File: src/rtl/player_link_pkg.sv
// Shared types and helpers for the inter-board player link.
// Holds the filter state type, the minimum synchroniser depth and the score-step legality rule.
package player_link_pkg;

    typedef enum logic {
        FLT_STABLE   = 1'b0,
        FLT_SETTLING = 1'b1
    } flt_state_e;

    localparam int PL_MIN_SYNC = 2;

    // A peer score may only advance by one (wrapping) or restart at zero.
    function automatic logic score_legal(input logic [31:0] old_s,
                                         input logic [31:0] new_s,
                                         input int          w);
        logic [31:0] mask;
        mask = (w >= 32) ? 32'hFFFF_FFFF : ((32'd1 << w) - 32'd1);
        return (new_s == ((old_s + 32'd1) & mask)) || (new_s == 32'd0);
    endfunction

endpackage

File: src/rtl/player_link_filter.sv
// Synchroniser chain plus stability filter for one raw field of one peer.
// Emits a commit strobe with the settled candidate; accept_i lets the owner veto the commit.
module link_filter
    import player_link_pkg::*;
#(
    parameter int W             = 1,
    parameter int SYNC_STAGES   = 2,
    parameter int STABLE_CYCLES = 650000
) (
    input  logic         clk,
    input  logic         rst,
    input  logic [W-1:0] raw_i,
    input  logic         accept_i,
    output logic         commit_o,
    output logic [W-1:0] cand_o
);

    localparam int N_SYNC = (SYNC_STAGES < PL_MIN_SYNC) ? PL_MIN_SYNC : SYNC_STAGES;
    localparam int CNT_W  = $clog2(STABLE_CYCLES);
    localparam logic [CNT_W-1:0] CNT_LAST = CNT_W'(STABLE_CYCLES - 1);

    logic [N_SYNC-1:0][W-1:0] sync_q, sync_d;
    logic [W-1:0]             synced;
    flt_state_e               state_q, state_d;
    logic [W-1:0]             cand_q, cand_d;
    logic [W-1:0]             comm_q, comm_d;
    logic [CNT_W-1:0]         cnt_q, cnt_d;

    assign synced = sync_q[N_SYNC-1];
    assign cand_o = cand_q;

    always_comb begin
        sync_d    = sync_q;
        sync_d[0] = raw_i;
        for (int i = 1; i < N_SYNC; i++) begin
            sync_d[i] = sync_q[i-1];
        end
    end

    always_comb begin
        state_d  = state_q;
        cand_d   = cand_q;
        comm_d   = comm_q;
        cnt_d    = cnt_q;
        commit_o = 1'b0;
        case (state_q)
            FLT_STABLE: begin
                if (synced != comm_q) begin
                    cand_d  = synced;
                    cnt_d   = '0;
                    state_d = FLT_SETTLING;
                end
            end
            FLT_SETTLING: begin
                if (synced == comm_q) begin
                    state_d = FLT_STABLE;
                end else if (synced != cand_q) begin
                    cand_d = synced;
                    cnt_d  = '0;
                end else if (cnt_q == CNT_LAST) begin
                    // A vetoed commit falls back to STABLE and retries the full window.
                    commit_o = 1'b1;
                    if (accept_i) comm_d = cand_q;
                    state_d = FLT_STABLE;
                end else begin
                    cnt_d = cnt_q + CNT_W'(1);
                end
            end
            default: state_d = FLT_STABLE;
        endcase
    end

    always_ff @(posedge clk or posedge rst) begin
        if (rst) begin
            sync_q  <= '0;
            state_q <= FLT_STABLE;
            cand_q  <= '0;
            comm_q  <= '0;
            cnt_q   <= '0;
        end else begin
            sync_q  <= sync_d;
            state_q <= state_d;
            cand_q  <= cand_d;
            comm_q  <= comm_d;
            cnt_q   <= cnt_d;
        end
    end

endmodule

File: src/rtl/player_link.sv
// Inter-board player link: registers local state out to the pins and filters each peer's inputs.
// Optional PLAYER_LINK_PARITY_EN adds an even-parity bit alongside the score in both directions.
module player_link
    import player_link_pkg::*;
#(
    parameter int N_REMOTE      = 1,
    parameter int SCORE_W       = 4,
    parameter int SYNC_STAGES   = 2,
    parameter int STABLE_CYCLES = 650000
) (
    input  logic                         clk,
    input  logic                         rst,
    input  logic                         clr_err,
    input  logic                         local_pause,
    input  logic                         local_reload,
    input  logic [SCORE_W-1:0]           local_score,
    output logic                         tx_pause,
    output logic                         tx_reload,
    output logic [SCORE_W-1:0]           tx_score,
`ifdef PLAYER_LINK_PARITY_EN
    output logic                         tx_parity,
    input  logic [N_REMOTE-1:0]          rx_parity_raw,
`endif
    input  logic [N_REMOTE-1:0]          rx_pause_raw,
    input  logic [N_REMOTE-1:0]          rx_reload_raw,
    input  logic [N_REMOTE*SCORE_W-1:0]  rx_score_raw,
    output logic [N_REMOTE-1:0]          rx_pause,
    output logic [N_REMOTE-1:0]          rx_reload,
    output logic [N_REMOTE-1:0]          rx_reload_pulse,
    output logic [N_REMOTE*SCORE_W-1:0]  rx_score,
    output logic [N_REMOTE-1:0]          rx_score_upd,
    output logic [N_REMOTE-1:0]          link_err
);

`ifdef PLAYER_LINK_PARITY_EN
    localparam int PAR_W = 1;
`else
    localparam int PAR_W = 0;
`endif
    localparam int SV_W = SCORE_W + PAR_W;

    logic [N_REMOTE-1:0]            pause_commit, pause_cand;
    logic [N_REMOTE-1:0]            reload_commit, reload_cand;
    logic [N_REMOTE-1:0]            score_commit, score_ok;
    logic [N_REMOTE-1:0][SV_W-1:0]  score_cand;

    logic                           tx_pause_q, tx_pause_d;
    logic                           tx_reload_q, tx_reload_d;
    logic [SCORE_W-1:0]             tx_score_q, tx_score_d;
    logic [N_REMOTE-1:0]            rx_pause_q, rx_pause_d;
    logic [N_REMOTE-1:0]            rx_reload_q, rx_reload_d;
    logic [N_REMOTE-1:0]            rx_reload_pulse_q, rx_reload_pulse_d;
    logic [N_REMOTE*SCORE_W-1:0]    rx_score_q, rx_score_d;
    logic [N_REMOTE-1:0]            rx_score_upd_q, rx_score_upd_d;
    logic [N_REMOTE-1:0]            link_err_q, link_err_d;

    for (genvar g = 0; g < N_REMOTE; g++) begin : g_peer
        logic [SV_W-1:0] score_raw;
`ifdef PLAYER_LINK_PARITY_EN
        assign score_raw   = {rx_parity_raw[g], rx_score_raw[g*SCORE_W +: SCORE_W]};
        assign score_ok[g] = ~^score_cand[g];
`else
        assign score_raw   = rx_score_raw[g*SCORE_W +: SCORE_W];
        assign score_ok[g] = 1'b1;
`endif

        link_filter #(.W(1), .SYNC_STAGES(SYNC_STAGES), .STABLE_CYCLES(STABLE_CYCLES)) u_pause (
            .clk      (clk),
            .rst      (rst),
            .raw_i    (rx_pause_raw[g]),
            .accept_i (1'b1),
            .commit_o (pause_commit[g]),
            .cand_o   (pause_cand[g])
        );

        link_filter #(.W(1), .SYNC_STAGES(SYNC_STAGES), .STABLE_CYCLES(STABLE_CYCLES)) u_reload (
            .clk      (clk),
            .rst      (rst),
            .raw_i    (rx_reload_raw[g]),
            .accept_i (1'b1),
            .commit_o (reload_commit[g]),
            .cand_o   (reload_cand[g])
        );

        link_filter #(.W(SV_W), .SYNC_STAGES(SYNC_STAGES), .STABLE_CYCLES(STABLE_CYCLES)) u_score (
            .clk      (clk),
            .rst      (rst),
            .raw_i    (score_raw),
            .accept_i (score_ok[g]),
            .commit_o (score_commit[g]),
            .cand_o   (score_cand[g])
        );
    end

    always_comb begin
        tx_pause_d        = local_pause;
        tx_reload_d       = local_reload;
        tx_score_d        = local_score;
        rx_pause_d        = rx_pause_q;
        rx_reload_d       = rx_reload_q;
        rx_reload_pulse_d = '0;
        rx_score_d        = rx_score_q;
        rx_score_upd_d    = '0;
        // A fresh error in the same cycle as clr_err must survive the clear.
        link_err_d        = clr_err ? '0 : link_err_q;
        for (int k = 0; k < N_REMOTE; k++) begin
            if (pause_commit[k]) rx_pause_d[k] = pause_cand[k];
            if (reload_commit[k]) begin
                rx_reload_d[k]       = reload_cand[k];
                rx_reload_pulse_d[k] = reload_cand[k];
            end
            if (score_commit[k]) begin
                if (!score_ok[k]) begin
                    link_err_d[k] = 1'b1;
                end else begin
                    rx_score_d[k*SCORE_W +: SCORE_W] = score_cand[k][SCORE_W-1:0];
                    rx_score_upd_d[k] = 1'b1;
                    if (!score_legal(32'(rx_score_q[k*SCORE_W +: SCORE_W]),
                                     32'(score_cand[k][SCORE_W-1:0]), SCORE_W))
                        link_err_d[k] = 1'b1;
                end
            end
        end
    end

    always_ff @(posedge clk or posedge rst) begin
        if (rst) begin
            tx_pause_q        <= 1'b0;
            tx_reload_q       <= 1'b0;
            tx_score_q        <= '0;
            rx_pause_q        <= '0;
            rx_reload_q       <= '0;
            rx_reload_pulse_q <= '0;
            rx_score_q        <= '0;
            rx_score_upd_q    <= '0;
            link_err_q        <= '0;
        end else begin
            tx_pause_q        <= tx_pause_d;
            tx_reload_q       <= tx_reload_d;
            tx_score_q        <= tx_score_d;
            rx_pause_q        <= rx_pause_d;
            rx_reload_q       <= rx_reload_d;
            rx_reload_pulse_q <= rx_reload_pulse_d;
            rx_score_q        <= rx_score_d;
            rx_score_upd_q    <= rx_score_upd_d;
            link_err_q        <= link_err_d;
        end
    end

`ifdef PLAYER_LINK_PARITY_EN
    logic tx_parity_q, tx_parity_d;
    assign tx_parity_d = ^local_score;
    always_ff @(posedge clk or posedge rst) begin
        if (rst) tx_parity_q <= 1'b0;
        else     tx_parity_q <= tx_parity_d;
    end
    assign tx_parity = tx_parity_q;
`endif

    assign tx_pause        = tx_pause_q;
    assign tx_reload       = tx_reload_q;
    assign tx_score        = tx_score_q;
    assign rx_pause        = rx_pause_q;
    assign rx_reload       = rx_reload_q;
    assign rx_reload_pulse = rx_reload_pulse_q;
    assign rx_score        = rx_score_q;
    assign rx_score_upd    = rx_score_upd_q;
    assign link_err        = link_err_q;

endmodule

File: config.mk
export PLATFORM = sky130hd
export DESIGN_NAME = player_link
export DESIGN_NICKNAME = d
export VERILOG_FILES = /design/src/rtl/player_link_pkg.sv /design/src/rtl/player_link_filter.sv /design/src/rtl/player_link.sv
export SDC_FILE = /design/constraint.sdc
export NUM_CORES = 1
export LEC_CHECK = 0
export ABC_AREA = 0
export BUFFER_PORTS_ARGS = -buffer_cell sky130_fd_sc_hd__buf_4
export CORE_ASPECT_RATIO = 0.7
export CORE_MARGIN = 5
export CORE_UTILIZATION = 61
export DETAILED_ROUTE_END_ITERATION = 10
export PLACE_DENSITY_LB_ADDON = 0.05
export SYNTH_ARGS = -nofsm -noshare
export SYNTH_HDL_FRONTEND = slang
export SYNTH_HIERARCHICAL = 1
export SYNTH_SLANG_ARGS = --single-unit
File: constraint.sdc
create_clock -name clk -period 2.33 [get_ports clk]
set_input_delay 0.1165 -clock clk [delete_from_list [all_inputs] [get_ports clk]]
set_output_delay 0.1165 -clock clk [all_outputs]
set_load 0.005 [all_outputs]
Word-level counts from Yosys, hierarchy flattened
Cells that the tools add are included. W data, S select, Z words.

Output and inout bits: 15. Word-level logic and storage cells: 135. Register bits after elaboration: 102. Bits of input ports: 15.

$add $sub $neg: 4. Equal/unequal tests: 25. Bitwise gates (word level): 9. Reductions and logical operators: 11. Mux-type cells: 59.

Operators by type and width (number): $mux W20 (12); $pmux W20 S2 (3); $add A20 B1 Y20 const B (3); $eq A20 B20 Y1 const B (3); $mux W1 (35); $reduce_and A3 Y1 (6); $mux W4 (3); $ne A2 B2 Y1 const B (6); $reduce_and A4 Y1 (3); $pmux W1 S2 (5); $ne A3 B3 Y1 const B (3); $not A1 Y1 (9); $eq A4 B4 Y1 (2); $ne A4 B4 Y1 (2); $pmux W4 S2 (1); $ne A2 B1 Y1 const B (3); $add A4 B1 Y4 const B (1); $logic_not A4 Y1 (1); $ne A1 B1 Y1 (4); $eq A1 B1 Y1 (2); $logic_or A1 B1 Y1 (1).

Depth between registers and ports, before layout
Gate-level depths: netlist of run 1.

Depth in word-level cells: 6. Depth in mapped cells: 8.

By module
Netlist of run 1, hierarchy kept.

By module, submodules not included: link_filter at g_peer[0].u_pause ... (cells each 150, area an instance 1400.1 sq um, instances 2); link_filter at g_peer[0].u_score (cells each 186, area an instance 1831.8 sq um, instances 1); player_link (cells each 36, area an instance 551.8 sq um, instances 1).

Worst setup path before layout of run 1
Ideal clock, no wire load.

Path kind: register to register. From: register g_peer[0].u_score.sync_q (netlist bit g_peer[0].u_score/synced[3]). To: register rx_score_q[0], in the netlist rx_score[0]. Arrival: 1.837 ns. Required time: 2.205 ns. Path buffers: 1. Setup slack: 0.368 ns. Stages on the path, launching flop included: 7. Path through: dfrtp_1 -> xor2_1 -> nor4_4 -> nor3_4 -> buf_2 -> and2_1 -> mux2_2.

Word-level cells in the longest chain between the ends: 4. Elaborated cells between the ends (all ways): 5. Those cells by class: eq/ne: 2; mux: 3.

RTL lines: start, declared (RTL line player_link_filter.sv:22) `logic [N_SYNC-1:0][W-1:0] sync_q, sync_d;`; start signal, assigned (RTL line player_link_filter.sv:81) `sync_q <= sync_d;`; $ne A4 B4 Y1 (RTL line player_link_filter.sv:57) `end else if (synced != cand_q) begin`; $mux W1 (RTL line player_link_filter.sv:57); $mux W1 * (RTL line player_link_filter.sv:55) `if (synced == comm_q) begin`; $mux W1 * (RTL line player_link_filter.sv:46) `case (state_q)`; end signal, assigned (RTL line player_link.sv:144) `rx_score_q <= rx_score_d;`; end, declared (RTL line player_link.sv:53) `logic [N_REMOTE*SCORE_W-1:0] rx_score_q, rx_score_d;`.

Every way passes the cells marked *; elsewhere a longest branch is shown, timed or not. A chain may end at the register's enable or synchronous reset.

Worst setup path after layout of run 1
From: register g_peer[0].u_reload.cnt_q[12]. To: register rx_reload_q, in the netlist rx_reload.

Word-level cells in the longest chain between the ends: 5.

RTL lines: start, declared (RTL line player_link_filter.sv:27) `logic [CNT_W-1:0] cnt_q, cnt_d;`; start signal, assigned (RTL line player_link_filter.sv:85) `cnt_q <= cnt_d;`; $eq A20 B20 Y1 (RTL line player_link_filter.sv:60) `end else if (cnt_q == CNT_LAST) begin`; $mux W1 (RTL line player_link_filter.sv:60); $mux W1 (RTL line player_link_filter.sv:57); $mux W1 (RTL line player_link_filter.sv:55); $mux W1 (RTL line player_link_filter.sv:46); net reload_commit (RTL line player_link.sv:43) `logic [N_REMOTE-1:0] reload_commit, reload_cand;`; end signal, assigned (RTL line player_link.sv:142) `rx_reload_q <= rx_reload_d;`; end, declared (RTL line player_link.sv:51) `logic [N_REMOTE-1:0] rx_reload_q, rx_reload_d;`.

The timed path passes the listed nets, and every way through them passes these cells.

==> results.ini, run 1 <==
[hold_path]
hold_end=g_peer[0].u_score/synced[3]$_DFF_PP0_
hp-class=reg2reg
hold_depth=0
hp-start=g_peer[0].u_score/sync_d[7]$_DFF_PP0_

[worst_setup_path]
endpoint_kind=register
startpoint_type=register
crit_required_ns=2.56
r2r-end=rx_reload$_DFFE_PP0P_
worstPathMaxFanout=4
r2r_slack_ns=0.33
worstPathArrival_ns=2.23
critPathKind=reg2reg
rr_worst_depth=5
reg2reg_from=g_peer[0].u_reload/cnt_q[12]$_DFFE_PP0P_

[synthesis]
ys_types=58
avgSynthCellArea_um2=9.931
synth-edff-count=0
synthCells=522
synthMostInstantiatedCell=dfrtp_1
ys_seq_elements=102
yosys_most_used_dff=dfrtp_1
yosysTopAreaCellShare_pct=49.24
synthTopCellsByCount=dfrtp_1, nand2_1, a31oi_1
synth.cell_area_um2=5184
async_flop_share_pct=100.0
synth_area_leaders=dfrtp_1, nand2_1, a31oi_1
yosys.area.top_type=dfrtp_1
yosysWarnings=6
yosysSeqAreaShare_pct=49.24

[floorplanning]
die_x_um=120.2
initial_core_util_pct=61.91
chipHeight_um=87.13
core-area_um2=8373
io-pin-count=30
dieArea_um2=10470
std_cell_rows=28

[global_route]
grt_pass1_wl_um=19510
grtUsageMet1_pct=32.16
grt-busiest-layer=met2
grtUsageMet2_pct=37.67
antenna_found_initial=0
grtUsageTotal_pct=23.24
grt-ovfl-total=0
grt_max_degree=26
grt_use_met3_pct=4.870
grt_pass1_vias=3994

[route]
dr.first_iter.drc_count=458
avgViaCountPerCell=6.136
drtAntennaViolNets=0
drtPass1Iterations=5
wire_per_inst_um=16.61
post-route-drc-count=0
vias=4185
drt-total-wl_um=11330

[flow_run]
maxCapViolCount=0

[placed_design]
place_area_um2=5538
gp_congestion=0.8410
place_inst=653
pre_cts_slack_ns=0.3946
dpl.hpwl_um=7592
portBuffers=29

[power_and_ir_drop]
worst_ir_drop_vdd_v=0.0003294
p_total_mw=3.678
cellLeakagePower_nw=2.651
powerDensity_nw_per_um2=614.0

[cts]
worstSkewPairLatency_ns=0.34
cts_max_path_buffers=2
cts_buffers=9
post_cts_buffers=0
clock_sinks=102
clk_pin_slew_ns=0.07
cts_resized=0
cts_max_level=3
root_buffer=clkbuf_16
cts_tree=yes

[sta]
rsz0062_at_grt=false
fmax_mhz=500.4
tightestPinTransition_ns=0.9867
min_period_ns=1.998
relSlewSlack_pct=34.15
final.setup_skew_ns=0.004784
finalSetupViolCount=0
hold_viol_final=0
post-route-period-util_pct=85.77
fin_ws_ns=0.3316
hold_ws_ns=0.3507
tns_ns=0
slew_viol_final=0

[final_layout]
design_area_um2=5991
antenna_cells=0
instances_no_fill=682
area_delta_synth_final_pct=15.57
nets=592
final_core_util_pct=71.55
drive_gt1_share_pct=15.94

[status]
outcome=completed

-- critical path: stages (launching register included) --
cell	delay, ns
dfrtp_1	0.42
nor4b_2	0.41
nand2_1	0.11
nor4bb_1	0.36
and3_2	0.26
mux2_2	0.33
-- logic make-up after synthesis --
kind of cell,synth area share (%)
AND/OR/NAND/NOR,23.00
XOR/XNOR,3.379
buffers and inverters,3.741
adder cells (fa/ha/maj),1.352
multiplexers,2.969
AO/OA/AOI/OAI,16.24
flip-flops,49.24
other,0.07234
-- cell usage in the layout, fill, tap and decap left out, types with 16 or more instances in the layout --
| cell type | n |
|---|---|
| o21ai_0 | 25 |
| a31oi_1 | 28 |
| nand2_1 | 61 |
| inv_1 | 21 |
| a21oi_1 | 18 |
| buf_4 | 44 |
| nand4_1 | 16 |
| dfrtp_1 | 102 |
| nand3_1 | 26 |
| nor2_1 | 27 |
| o21ai_1 | 21 |
-- registers in the layout, summed over array words and instances (netlist names), 4 cells and up --
name / flops
g_peer.u_score/cnt_q: 20
rx_score: 4
g_peer.u_pause/cnt_q: 20
g_peer.u_reload/cnt_q: 20
g_peer.u_score/synced: 4
tx_score: 4
g_peer.u_score/comm_q: 4
g_peer.u_score/sync_d: 4
g_peer.u_score/cand_o: 4
-- final cells by class --
type	instances	area [um^2]
Fill cell	624	2382
Timing Repair Buffer	58	470.5
Tap cell	105	131.4
Clock inverter	5	83.83
Sequential cell	102	2552
Clock buffer	10	229.0
Inverter	21	78.83
Multi-Input combinational cell	381	2445
-- what timing repair did --
item                                    4_1_cts  5_1_grt
hold endpoints to repair                     44        0
hold buffers                                 14        0
endpoints found under the setup margin        0        0
-- power by group --
group	leakage [nW]	switching [mW]	internal, mW
registers	1.35	0.0362	1.81
clock network	0.145	0.638	0.939
logic	1.16	0.151	0.109
-- per-layer routing --
metal	up-vias	part of all wire, %
li1	2010	-
met1	2027	47
met2	132	46
met3	16	5.3
met4	0	0.99
met5	-	0
-- how the worst max path moves through the flow --
stage | from | end | slack (ns) | depth (start not counted)
after floorplan | g_peer[0].u_score/synced[3]$_DFF_PP0_ | rx_score[0]$_DFFE_PP0P_ | 0.37 | 6
after global placement | g_peer[0].u_reload/cnt_q[0]$_DFFE_PP0P_ | g_peer[0].u_reload/cnt_q[14]$_DFFE_PP0P_ | 0.47 | 6
after detailed placement | g_peer[0].u_score/cnt_q[0]$_DFFE_PP0P_ | rx_score[3]$_DFFE_PP0P_ | 0.39 | 6
after CTS | g_peer[0].u_reload/cnt_q[12]$_DFFE_PP0P_ | rx_reload$_DFFE_PP0P_ | 0.33 | 5
after global routing | g_peer[0].u_score/cnt_q[0]$_DFFE_PP0P_ | rx_score[3]$_DFFE_PP0P_ | 0.24 | 6
final | g_peer[0].u_reload/cnt_q[12]$_DFFE_PP0P_ | rx_reload$_DFFE_PP0P_ | 0.33 | 5
No activity file was read; power rests on OpenSTA's default activity.
==> run 2, diff against run 1 <==
--- a/config.mk
+++ b/config.mk
@@ -8,4 +8,5 @@
 export ABC_AREA = 0
 export BUFFER_PORTS_ARGS = -buffer_cell sky130_fd_sc_hd__buf_4
+export CAP_MARGIN = 20
 export CORE_ASPECT_RATIO = 0.7
 export CORE_MARGIN = 5
==> constraint.sdc (replaced) <==
create_clock -name clk -period 2.33 [get_ports clk]
set_input_delay 0.3495 -clock clk [delete_from_list [all_inputs] [get_ports clk]]
set_output_delay 0.3495 -clock clk [all_outputs]
set_load 0.005 [all_outputs]
==> results.ini, run 2 (synthesis gave the netlist of run 1 again) <==
[status]
outcome=completed

[power_and_ir_drop]
cellLeakagePower_nw=2.599
clockPowerShare_pct=42.0
power_frac_comb_pct=6.7
p_total_mw=3.590
intPower_mw=2.763
worst_ir_drop_vdd_v=0.0004268
powerDensity_nw_per_um2=613.3
p_sw_share_pct=23.03
p_switching_mw=0.8270
seqPwrFrac_pct=51.3

[cts]
clk_pin_slew_ns=0.07
clock_sinks=102
root_buffer=clkbuf_16
cts_tree=yes
cts_max_level=3
post_cts_buffers=0
hold_buffers=0
worstSkewPairLatency_ns=0.34
cts_resized=0
cts_max_path_buffers=2
cts_buffers=9

[placed_design]
portBuffers=29
dpl.hpwl_um=7816
gp_congestion=0.8383

[route]
drtAntennaViolNets=0
drt-total-wl_um=11130
wire_per_inst_um=16.59
drtPass1Iterations=5
avgViaCountPerCell=6.145
post-route-drc-count=0
dr.first_iter.drc_count=333
vias=4123

[hold_path]
hp-class=in2async

[worst_setup_path]
slowest_stage=dfrtp_1
r2r_slack_ns=0.30
cp_top_family=simple AND/OR/NAND/NOR gates
critPathKind=reg2reg
rr_worst_depth=6
path_buf_inv=0
worstPathArrival_ns=2.26
startpoint_type=register
worstPathMaxFanout=6
endpoint_kind=register
cp_slowest_stage_delay_ns=0.39
crit_path_start=g_peer[0].u_score/cnt_q[0]$_DFFE_PP0P_
crit_required_ns=2.56
crit_cells=6
worstPathCellList=ha_1 > nand3_1 > nor2_1 > and4_1 > and2_1 > mux2_2
r2r-end=rx_score[1]$_DFFE_PP0P_
reg2reg_from=g_peer[0].u_score/cnt_q[0]$_DFFE_PP0P_

[final_layout]
reg_top3=g_peer.u_pause/cnt_q: 20 flops, g_peer.u_reload/cnt_q: 20 flops, g_peer.u_score/cnt_q: 20 flops
area_delta_synth_final_pct=12.94
antenna_cells=0
drive_gt1_share_pct=16.78
nets=580
final_cell_mix=dfrtp_1, nand2_1, buf_4, a31oi_1, nor2_1
layout_commonest_cell=dfrtp_1

[sta]
hold_viol_final=0
min_period_ns=2.028
post-route-period-util_pct=87.06
slew_viol_final=0
fmax_mhz=493.0
tns_ns=0
tightestPinTransition_ns=0.6996
finalSetupViolCount=0
rsz0062_at_grt=false
relSlewSlack_pct=53.31
final.setup_skew_ns=0.007881

[global_route]
grt_max_degree=26
grt-ovfl-total=0
grt_pass1_vias=4020
antenna_found_initial=0
grtUsageTotal_pct=22.66
grt_pass1_wl_um=19060

[flow_run]
maxCapViolCount=0

[floorplanning]
std_cell_rows=28
io-pin-count=30
chipHeight_um=87.13
die_x_um=120.2
initial_core_util_pct=61.91
core-area_um2=8373
dieArea_um2=10470

-- run 2: power groups by stage --
stage          registers (mW)  clock network (mW)  logic, mW
4_1_cts                  1.84                1.53      0.244
3_5_place_dp             1.87                   0      0.242
6_report                 1.84                1.51      0.241
2_1_floorplan            1.87                   0      0.160
5_1_grt                  1.84                1.63      0.271
3_3_place_gp             1.87                   0      0.236
-- run 2: final cells by class --
| type | instances | area (um^2) |
|---|---|---|
| timing repair buffer | 46 | 345.3 |
| inverter | 21 | 78.83 |
| fill | 619 | 2519 |
| clock buffer | 11 | 242.7 |
| multi-input combinational | 381 | 2445 |
| sequential | 102 | 2552 |
| tap | 105 | 131.4 |
| clock inverter | 5 | 58.81 |
-- run 2: worst max-delay path by stage --
stage | to
after CTS | rx_score[1]$_DFFE_PP0P_
after global placement | g_peer[0].u_pause/cnt_q[9]$_DFFE_PP0P_
final | rx_score[1]$_DFFE_PP0P_
after detailed placement | rx_score[0]$_DFFE_PP0P_
after floorplan | rx_score[0]$_DFFE_PP0P_
after global routing | rx_score[2]$_DFFE_PP0P_
-- run 2: per-layer routing --
layer / up-vias / share of wire, % / track usage [%]
met4: 0 / 0.46 / 4.470
li1: 1981 / - / -
met5: - / 0 / 0
met2: 107 / 47 / 36.19
met1: 2028 / 48 / 31.26
met3: 7 / 5.0 / 6.688
-- run 2: worst reg2reg max path, delay by kind of cell (launching register included) --
| kind | cells | cell delay (ns) |
|---|---|---|
| AND/OR/NAND/NOR | 4 | 0.91 |
| flip-flops | 1 | 0.39 |
| multiplexers | 1 | 0.38 |
| adder cells (fa/ha/maj) | 1 | 0.24 |
-- run 2: stage by stage --
step	util (%)	setup WS, ns	hold WS (ns)	instances	cell area, um^2
global route	69.92	0.1742	0.09123	671	5854
CTS	69.92	0.3134	0.08005	671	5854
finish	69.92	0.3016	0.07323	671	5854
global placement	66.32	0.4637	0.3320	655	5553
floorplan	-	0.3680	0.2510	524	5191
detailed placement	66.32	0.3285	0.3394	655	5553
==> run 3, diff against run 2 <==
--- a/config.mk
+++ b/config.mk
@@ -14,4 +14,5 @@
 export DETAILED_ROUTE_END_ITERATION = 10
 export PLACE_DENSITY_LB_ADDON = 0.05
+export SETUP_SLACK_MARGIN = 0.4
 export SYNTH_ARGS = -nofsm -noshare
 export SYNTH_HDL_FRONTEND = slang
==> constraint.sdc (replaced) <==
create_clock -name clk -period 2.33 [get_ports clk]
set_input_delay 0.233 -clock clk [delete_from_list [all_inputs] [get_ports clk]]
set_output_delay 0.233 -clock clk [all_outputs]
set_load 0.005 [all_outputs]
==> results.ini, run 3 (synthesis gave the netlist of run 1 again) <==
[status]
outcome=completed

[worst_setup_path]
r2r_slack_ns=0.44
crit_required_ns=2.55
endpoint_kind=register
worstPathArrival_ns=2.11
worstPathMaxFanout=4
rr_worst_depth=6
startpoint_type=register
reg2reg_from=g_peer[0].u_score/cnt_q[0]$_DFFE_PP0P_
r2r-end=g_peer[0].u_score/cnt_q[18]$_DFFE_PP0P_
critPathKind=reg2reg

[route]
post-route-drc-count=0
drtPass1Iterations=5
drt-met1-wl_um=5462
routed-wl-met2_um=5661
drt-total-wl_um=11950
avgViaCountPerCell=6.247
dr.first_iter.drc_count=336
vias=4323
top_layer_used=met4
drtAntennaViolNets=0
met3_length_um=699
wire_per_inst_um=17.27

[global_route]
grt_pass1_wl_um=19200
grt_max_degree=26
grtUsageTotal_pct=22.65
grt_pass1_vias=3947
grt-ovfl-total=0
antenna_found_initial=0

[sta]
tightestPinTransition_ns=0.5886
finalSetupViolCount=0
min_period_ns=1.891
rsz0062_at_grt=true
fmax_mhz=528.9
tns_ns=0
final.setup_skew_ns=0.004674
slew_viol_final=0
hold_viol_final=0
post-route-period-util_pct=81.14
relSlewSlack_pct=60.72

[hold_path]
hp-class=in2reg
hold_depth=2
hp-start=clr_err
hold_end=link_err$_DFF_PP0_

[power_and_ir_drop]
worst_ir_drop_vdd_v=0.0004370
p_switching_mw=0.8050
clockPowerShare_pct=43.6
power_frac_comb_pct=7.5
seqPwrFrac_pct=48.9
p_sw_share_pct=21.40
cellLeakagePower_nw=2.727
powerDensity_nw_per_um2=610.4
intPower_mw=2.956

[placed_design]
gp_congestion=0.9056
portBuffers=29
dpl.hpwl_um=7879

[final_layout]
n_fill_cell=600
final_cell_mix=dfrtp_1, nand2_1, buf_4, a31oi_1, nand3_1
area_delta_synth_final_pct=18.88
layout_commonest_cell=dfrtp_1
drive_gt1_share_pct=20.10
final_core_util_pct=73.60
nets=601
reg_top3=g_peer.u_pause/cnt_q: 20 flops, g_peer.u_reload/cnt_q: 20 flops, g_peer.u_score/cnt_q: 20 flops
antenna_cells=0

[floorplanning]
die_x_um=120.2
dieArea_um2=10470
core-area_um2=8373
std_cell_rows=28
chipHeight_um=87.13
initial_core_util_pct=61.91
io-pin-count=30

[cts]
cts_max_path_buffers=2
cts_max_level=3
clock_sinks=102
worstSkewPairLatency_ns=0.33
cts_buffers=9
cts_tree=yes
clk_pin_slew_ns=0.06
root_buffer=clkbuf_16

[flow_run]
maxCapViolCount=0

run 3: through the flow:
| step | std cells | power (mW) | setup slack, ns | instance area [um^2] | hold slack, ns |
|---|---|---|---|---|---|
| 6_report | 692 | 3.761 | 0.4394 | 6162 | 0.08379 |
| 3_5_place_dp | 655 | 2.116 | 0.2885 | 5553 | 0.3314 |
| 5_1_grt | 692 | 3.900 | 0.3484 | 6162 | 0.07555 |
| 2_1_floorplan | 524 | 2.027 | 0.4128 | 5194 | 0.1345 |
| 4_1_cts | 686 | 3.790 | 0.3981 | 6047 | 0.07170 |
| 3_3_place_gp | 655 | 2.109 | 0.3866 | 5553 | 0.3259 |
run 3: power groups by stage:
| stage | Clock, mW | Combinational (mW) | Sequential [mW] |
|---|---|---|---|
| 2_1_floorplan | 0 | 0.161 | 1.87 |
| 3_3_place_gp | 0 | 0.237 | 1.87 |
| 3_5_place_dp | 0 | 0.242 | 1.87 |
| 4_1_cts | 1.68 | 0.271 | 1.84 |
| 5_1_grt | 1.75 | 0.310 | 1.84 |
| 6_report | 1.64 | 0.281 | 1.84 |
run 3: how the worst max path moves through the flow:
stage / from / endpoint
global placement: g_peer[0].u_score/cnt_q[0]$_DFFE_PP0P_ / rx_score[1]$_DFFE_PP0P_
finish: g_peer[0].u_score/cnt_q[0]$_DFFE_PP0P_ / g_peer[0].u_score/cnt_q[18]$_DFFE_PP0P_
CTS: g_peer[0].u_score/cnt_q[0]$_DFFE_PP0P_ / rx_score[3]$_DFFE_PP0P_
detailed placement: g_peer[0].u_score/cnt_q[0]$_DFFE_PP0P_ / rx_score[3]$_DFFE_PP0P_
floorplan: g_peer[0].u_score/cand_o[2]$_DFFE_PP0P_ / rx_score[0]$_DFFE_PP0P_
global route: g_peer[0].u_pause/cnt_q[12]$_DFFE_PP0P_ / rx_pause$_DFFE_PP0P_
run 3: metal layers:
| layer | vias to the layer above | GRT usage [%] |
|---|---|---|
| met2 | 130 | 37.05 |
| met4 | 0 | 4.678 |
| met3 | 17 | 4.481 |
| met5 | - | 0 |
| li1 | 2025 | - |
| met1 | 2151 | 31.91 |
run 3: layout make-up:
type / count / area, um^2 / area share [%]
multi-input cells: 382 / 2535 / 41.14
well taps: 105 / 131.4 / 2.132
inverters: 21 / 78.83 / 1.279
clock buffers: 13 / 270.3 / 4.386
flip-flops and latches: 102 / 2554 / 41.44
repair buffers: 66 / 528.0 / 8.569
clock inverters: 3 / 65.06 / 1.056
run 3: what timing repair did:
item / in CTS / in global routing
setup endpoints to repair: 12 / 24
setup buffers: 2 / 5
gates resized for setup: 7 / 15
cloned: 0 / 1
pin swaps: 0 / 5
hold endpoints to repair: 99 / 0
hold buffers: 13 / 0
run 3: worst max-delay path: stages, from the launching register on:
cell and delay (ns):
dfrtp_1 0.39, ha_2 0.23, nand4_1 0.25, nor4_4 0.34, nand2_1 0.15, a21o_1 0.20
a22o_1 0.23
